<file path="config.mk">
export PLATFORM = sky130hd
export DESIGN_NAME = fabric_credit_tx_flat
export DESIGN_NICKNAME = d
export VERILOG_FILES = /design/src/rtl/fabric_credit_tx_if.sv /design/src/rtl/fabric_credit_tx.sv /design/src/flat_wrapper.sv
export SDC_FILE = /design/constraint.sdc
export NUM_CORES = 1
export LEC_CHECK = 0
export CAP_MARGIN = 5
export CORE_UTILIZATION = 24
export DETAILED_ROUTE_END_ITERATION = 10
export PLACE_DENSITY = 0.55
export SYNTH_ARGS = -nofsm -noshare
export SYNTH_HDL_FRONTEND = slang
export SYNTH_SLANG_ARGS = --single-unit
</file>
<file path="constraint.sdc">
create_clock -name clk -period 1.8 [get_ports clk]
set_input_delay 0.18 -clock clk [delete_from_list [all_inputs] [get_ports clk]]
set_output_delay 0.18 -clock clk [all_outputs]
set_load 0.01 [all_outputs]
</file>
<file path="src/rtl/fabric_credit_tx_if.sv">
// rtl/fabric_credit_tx_if.sv - local stream, link, credit and drain signals of fabric_credit_tx
// Stats signals exist only when FABRIC_CREDIT_TX_STATS_EN is defined.
interface fabric_credit_tx_if #(
  parameter int CREDITS    = 2,
  parameter int DATA_WIDTH = 32,
  parameter int TAG_WIDTH  = 0
);
  localparam int PAYLOAD_WIDTH = DATA_WIDTH + TAG_WIDTH;
  localparam int CNT_WIDTH     = $clog2(CREDITS + 1);

  logic                     in_valid;
  logic                     in_ready;
  logic [PAYLOAD_WIDTH-1:0] in_data;
  logic                     link_valid;
  logic [PAYLOAD_WIDTH-1:0] link_data;
  logic                     credit_ret;
  logic                     drain_req;
  logic                     drain_done;
  logic [CNT_WIDTH-1:0]     credit_cnt;
  logic                     credit_err;
`ifdef FABRIC_CREDIT_TX_STATS_EN
  logic [31:0]              stat_beats;
  logic [31:0]              stat_stalls;

  modport slave (
    input  in_valid, in_data, credit_ret, drain_req,
    output in_ready, link_valid, link_data, drain_done, credit_cnt, credit_err,
    output stat_beats, stat_stalls
  );

  modport master (
    output in_valid, in_data, credit_ret, drain_req,
    input  in_ready, link_valid, link_data, drain_done, credit_cnt, credit_err,
    input  stat_beats, stat_stalls
  );
`else
  modport slave (
    input  in_valid, in_data, credit_ret, drain_req,
    output in_ready, link_valid, link_data, drain_done, credit_cnt, credit_err
  );

  modport master (
    output in_valid, in_data, credit_ret, drain_req,
    input  in_ready, link_valid, link_data, drain_done, credit_cnt, credit_err
  );
`endif
endinterface

</file>
<file path="src/rtl/fabric_credit_tx.sv">
// rtl/fabric_credit_tx.sv - credit-based fabric link transmitter with drain state machine
// Optional beat/stall counters enabled by defining FABRIC_CREDIT_TX_STATS_EN.
module fabric_credit_tx #(
  parameter int CREDITS    = 2,
  parameter int DATA_WIDTH = 32,
  parameter int TAG_WIDTH  = 0
) (
  input  logic                  clk,
  input  logic                  rst_n,
  fabric_credit_tx_if.slave     bus
);
  localparam int PAYLOAD_WIDTH = DATA_WIDTH + TAG_WIDTH;
  localparam int CNT_WIDTH     = $clog2(CREDITS + 1);
  localparam logic [CNT_WIDTH-1:0] FULL = CNT_WIDTH'(CREDITS);
  localparam logic [CNT_WIDTH-1:0] ONE  = CNT_WIDTH'(1);

  if (CREDITS < 1) begin : g_bad_credits
    $fatal(1, "fabric_credit_tx: CREDITS must be >= 1");
  end
  if (DATA_WIDTH <= 0) begin : g_bad_width
    $fatal(1, "fabric_credit_tx: DATA_WIDTH must be > 0");
  end

  typedef enum logic [1:0] {
    S_RUN   = 2'd0,
    S_DRAIN = 2'd1,
    S_DONE  = 2'd2
  } state_t;

  state_t                   r_state;
  state_t                   w_state_nxt;
  logic [CNT_WIDTH-1:0]     r_credit_cnt;
  logic [CNT_WIDTH-1:0]     w_cnt_nxt;
  logic                     r_credit_err;
  logic                     w_err_set;
  logic                     r_link_valid;
  logic [PAYLOAD_WIDTH-1:0] r_link_data;
  logic                     w_in_ready;
  logic                     w_drain_done;
  logic                     w_accept;
  logic                     w_full;

  assign w_full   = (r_credit_cnt == FULL);
  assign w_accept = bus.in_valid && w_in_ready;

  always_ff @(posedge clk or negedge rst_n) begin
    if (!rst_n) begin
      r_state <= S_RUN;
    end else begin
      r_state <= w_state_nxt;
    end
  end

  // in_ready depends only on registered state, never on in_valid
  always_comb begin
    w_state_nxt  = r_state;
    w_in_ready   = 1'b0;
    w_drain_done = 1'b0;
    unique case (r_state)
      S_RUN: begin
        w_in_ready = (r_credit_cnt != '0);
        if (bus.drain_req) begin
          w_state_nxt = S_DRAIN;
        end
      end
      S_DRAIN: begin
        if (!bus.drain_req) begin
          w_state_nxt = S_RUN;
        end else if (w_full) begin
          w_state_nxt = S_DONE;
        end
      end
      S_DONE: begin
        w_drain_done = 1'b1;
        if (!bus.drain_req) begin
          w_state_nxt = S_RUN;
        end
      end
      default: begin
        w_state_nxt = S_RUN;
      end
    endcase
  end

  // A return with no accept at a full count is a remote protocol error
  always_comb begin
    w_cnt_nxt = r_credit_cnt;
    w_err_set = 1'b0;
    unique case ({w_accept, bus.credit_ret})
      2'b10: w_cnt_nxt = r_credit_cnt - ONE;
      2'b01: begin
        if (w_full) begin
          w_err_set = 1'b1;
        end else begin
          w_cnt_nxt = r_credit_cnt + ONE;
        end
      end
      default: w_cnt_nxt = r_credit_cnt;
    endcase
  end

  always_ff @(posedge clk or negedge rst_n) begin
    if (!rst_n) begin
      r_credit_cnt <= FULL;
      r_credit_err <= 1'b0;
      r_link_valid <= 1'b0;
      r_link_data  <= '0;
    end else begin
      r_credit_cnt <= w_cnt_nxt;
      r_credit_err <= r_credit_err | w_err_set;
      r_link_valid <= w_accept;
      if (w_accept) begin
        r_link_data <= bus.in_data;
      end
    end
  end

  assign bus.in_ready   = w_in_ready;
  assign bus.drain_done = w_drain_done;
  assign bus.link_valid = r_link_valid;
  assign bus.link_data  = r_link_data;
  assign bus.credit_cnt = r_credit_cnt;
  assign bus.credit_err = r_credit_err;

`ifdef FABRIC_CREDIT_TX_STATS_EN
  logic [31:0] r_stat_beats;
  logic [31:0] r_stat_stalls;
  logic        w_stall;

  assign w_stall = bus.in_valid && (r_state == S_RUN) && (r_credit_cnt == '0);

  always_ff @(posedge clk or negedge rst_n) begin
    if (!rst_n) begin
      r_stat_beats  <= '0;
      r_stat_stalls <= '0;
    end else begin
      if (w_accept) begin
        r_stat_beats <= r_stat_beats + 32'd1;
      end
      if (w_stall) begin
        r_stat_stalls <= r_stat_stalls + 32'd1;
      end
    end
  end

  assign bus.stat_beats  = r_stat_beats;
  assign bus.stat_stalls = r_stat_stalls;
`endif
endmodule

</file>
<file path="src/flat_wrapper.sv">
// flat-port wrapper written by rule: the top's interface ports become plain ports
module fabric_credit_tx_flat 
#(
  parameter int CREDITS    = 2,
  parameter int DATA_WIDTH = 32,
  parameter int TAG_WIDTH  = 0
)
  (clk, rst_n, bus_in_valid, bus_in_data, bus_credit_ret, bus_drain_req, bus_in_ready, bus_link_valid, bus_link_data, bus_drain_done, bus_credit_cnt, bus_credit_err);
  fabric_credit_tx_if #(.CREDITS(CREDITS), .DATA_WIDTH(DATA_WIDTH), .TAG_WIDTH(TAG_WIDTH)) bus_i ();
  input  logic clk;
  input  logic rst_n;
  input wire logic [$bits(bus_i.in_valid)-1:0] bus_in_valid;
  input wire logic [$bits(bus_i.in_data)-1:0] bus_in_data;
  input wire logic [$bits(bus_i.credit_ret)-1:0] bus_credit_ret;
  input wire logic [$bits(bus_i.drain_req)-1:0] bus_drain_req;
  output wire logic [$bits(bus_i.in_ready)-1:0] bus_in_ready;
  output wire logic [$bits(bus_i.link_valid)-1:0] bus_link_valid;
  output wire logic [$bits(bus_i.link_data)-1:0] bus_link_data;
  output wire logic [$bits(bus_i.drain_done)-1:0] bus_drain_done;
  output wire logic [$bits(bus_i.credit_cnt)-1:0] bus_credit_cnt;
  output wire logic [$bits(bus_i.credit_err)-1:0] bus_credit_err;
  assign bus_i.in_valid = bus_in_valid;
  assign bus_i.in_data = bus_in_data;
  assign bus_i.credit_ret = bus_credit_ret;
  assign bus_i.drain_req = bus_drain_req;
  assign bus_in_ready = bus_i.in_ready;
  assign bus_link_valid = bus_i.link_valid;
  assign bus_link_data = bus_i.link_data;
  assign bus_drain_done = bus_i.drain_done;
  assign bus_credit_cnt = bus_i.credit_cnt;
  assign bus_credit_err = bus_i.credit_err;
  fabric_credit_tx #(.CREDITS(CREDITS), .DATA_WIDTH(DATA_WIDTH), .TAG_WIDTH(TAG_WIDTH)) u_core (.clk(clk), .rst_n(rst_n), .bus(bus_i));
endmodule
</file>
==> impl_metrics.csv <==
group,metric,value,unit
synthesis,synth_fp_nets,133,
placed_design,io_buffers,74,
layout,drive_above_1_share,26.4,%
power,power.density,1720,nW/µm²
sta,period_needed,1.69,ns
global_routing,antenna_found_initial,0,
sta,finalSetupViolations,0,
routing,drc,3,
setup_path,critPathKind,"flip-flop to flip-flop",
clock_network,cts-root-buf,"clkbuf_8",
routing,drt_first_iter_violations,25,
clock_network,clock_latency,0.29,ns
floorplan,io_pins,75,
routing,wl_per_cell,14.8,µm
routing,vias_per_cell,4.16,
status,status,"finished, violations left",
synthesis,synth_top_family_by_area,"multiplexers",
clock_network,cts_setup_buffers,0,
setup_path,setup.worst_path.start,"u_core.r_state[1]",
synthesis,avgSynthCellArea,17.1,µm²
routing,routed-via-count,1062,
placed_design,post-dp-hpwl,2690,µm
floorplan,die_h,84.7,µm
routing,route.met3.wl,305,µm
placed_design,place_inst,247,
synthesis,netlist_area,1640,µm²
floorplan,die_x,84.7,µm
routing,drtPass1Iterations,7,
sta,slew_headroom,42.0,%
setup_path,cp.arrival,1.87,ns
global_routing,grt_pass1_vias,1227,
synthesis,synth-simple-area-share,5.95,%
synthesis,synth-compound-area-share,2.90,%
setup_path,startpoint_type,"flip-flop",
synthesis,yosys.area_share.xor_xnor,0,%
synthesis,synth-seq-cells,38,
synthesis,yosysSeqAreaShare,58.0,%
setup_path,required,1.98,ns
floorplan,dieArea,7170,µm²
clock_network,cts_buffers,5,
placed_design,placed_area,2460,µm²
layout,nets,214,
synthesis,yosysUniqueCellTypes,23,
job,drv_cap,0,
routing,ant_nets,0,
layout,finalInstanceArea,2570,µm²
layout,area_growth,56.8,%
worst_hold_path,hold_path.class,"primary input to async pin",
sta,tightest_slew,0.870,ns
routing,highest_layer,"met4",
synthesis,syn_inst,96,
sta,period_share,94.0,%
routing,drt_wl_total,3770,µm
sta,fmax,591,MHz
status,violations,"design-rule violations",
setup_path,critPathMaxFanout,18,
layout,num_antenna_cells,0,
setup_path,end_kind,"flip-flop",
power,leakagePower,1.11,nW
placed_design,gp_congestion,0.725,
sta,slew_viol_final,0,
global_routing,grtUsageTotal,11.4,%
sta,fin_tns_setup,0,ns
global_routing,grt_first_pass_wirelength,6240,µm
synthesis,yosysWarnings,0,
sta,skew,0.00740,ns
floorplan,initial_core_util,25.4,%
clock_network,clkTransAtPathRegs,0.07,ns
synthesis,synthMuxAreaShare,28.6,%
sta,final_hold_viol_count,0,
global_routing,grt_overflow,0,
clock_network,cts_tree,"done",
clock_network,cts_htree_levels,2,
floorplan,rows,29,
clock_network,cts.sinks,38,
power,irDropWorstVdd,0.647,mV
layout,fin_cells,255,
routing,routed-wl-met2,1850,µm
clock_network,clock_path_buffers,2,
routing,wl_met1,1580,µm
global_routing,grt_max_degree,39,
setup_path,r2r_start,"u_core.r_state[1]",
floorplan,core_area,6460,µm²
clock_network,hold_buffers,0,
synthesis,synthAdderAreaFrac,0,%
sta,rsz0062_at_grt,"no",
setup_path,rr_worst_depth,4,
-- cell usage after synthesis, drive strengths merged --
cell    instances  share of area [%]
dfrtp          37                 56
mux2           32                 29
buf             4                4.1
nor2            4                2.1
a21oi           2               0.61
nor2b           2               0.76
nor3            2               0.61
o21a            2               0.91
a22oi           1               0.46
a41o            1               0.61
and3b           1               0.53
and4            1               0.53
clkbuf          1               0.23
dfstp           1                1.6
inv             1               0.23
nand3b          1               0.46
nor3b           1               0.46
o21ai           1               0.30
or3b            1               0.53
-- routing by layer --
metal | GRT usage [%] | vias to the layer above
li1 | - | 495
met3 | 4.62 | 4
met2 | 18.4 | 49
met4 | 3.70 | 0
met5 | 0 | -
met1 | 13.9 | 514
-- worst max-delay path, stage by stage (launching register included) --
cell and delay [ns]:
dfrtp_1 0.41, or3b_1 0.49, nor2_8 0.16, buf_12 0.19
mux2_4 0.32
-- layout make-up --
class	instances	area, µm²
clock buffers	5	68.8
clock inverters	3	40.0
fillers	616	3880
inverters	1	3.75
multi-input cells	52	614
flip-flops and latches	38	953
well taps	77	96.3
repair buffers	79	797
-- cell usage in the layout, fill, tap and decap left out, drive strengths merged --
master         instances
o21a                   2
mux2                  32
o21ai                  1
nor3                   2
clkbuf                 5
inv                    1
nor2b                  2
nand3b                 1
nor2                   4
bufinv                 1
and4                   1
or3b                   1
nor3b                  1
clkinv                 2
a21oi                  2
a41o                   1
a22oi                  1
clkdlybuf4s50         72
and3b                  1
dfrtp                 37
dlygate4sd2            1
buf                    6
dfstp                  1
-- power breakdown --
| group | internal [mW] | switching, mW | leakage [nW] |
|---|---|---|---|
| Sequential | 1.28 | 0.262 | 0.447 |
| Combinational | 1.44 | 0.732 | 0.603 |
| Clock | 0.408 | 0.310 | 0.0579 |
| Total | 3.12 | 1.30 | 1.11 |
-- cell families (layout without fill, tap and decap cells) --
group,after synthesis,count (layout)
AOI/OAI and AO/OA,7,7
buffers and inverters,6,88
DFF,38,38
muxes,32,32
and+or+nand+nor,13,13
-- flip-flops by register name (all words and copies together), names as in the netlist --
signal                 flops
u_core.bus.link_data      32
u_core.bus.credit_cnt      2
u_core.bus.credit_err      1
u_core.bus.link_valid      1
u_core.r_state             2
-- final timing paths --
kind	endpoint	slack (ns)
max in group asynchronous	u_core.bus.credit_cnt[0]	1.20
worst max-delay path	u_core.bus.link_data[27]	0.11
worst min register to register	u_core.bus.credit_err	0.48
worst max register to register	u_core.bus.link_data[27]	0.11
worst min-delay path	u_core.bus.credit_err	0.004
min in group clk	u_core.bus.link_data[7]	0.48
-- through the flow --
stage                     total power [mW]  hold WS (ns)  util, %  setup slack, ns
after global placement                3.68         0.315     38.2          -0.0611
after CTS                             4.51        0.0292     39.8           0.0901
after detailed placement              3.73         0.352     38.2          -0.0740
after global routing                  4.70        0.0728     39.8           0.0427
final                                 4.43       0.00439     39.8            0.108
after floorplan                       2.65        -0.116        -            0.158
-- timing repair --
action	CTS	global route
gates resized for setup	2	0
setup endpoints to repair	1	0
hold endpoints to repair	0	0
Power figures use the tool's default switching activity.
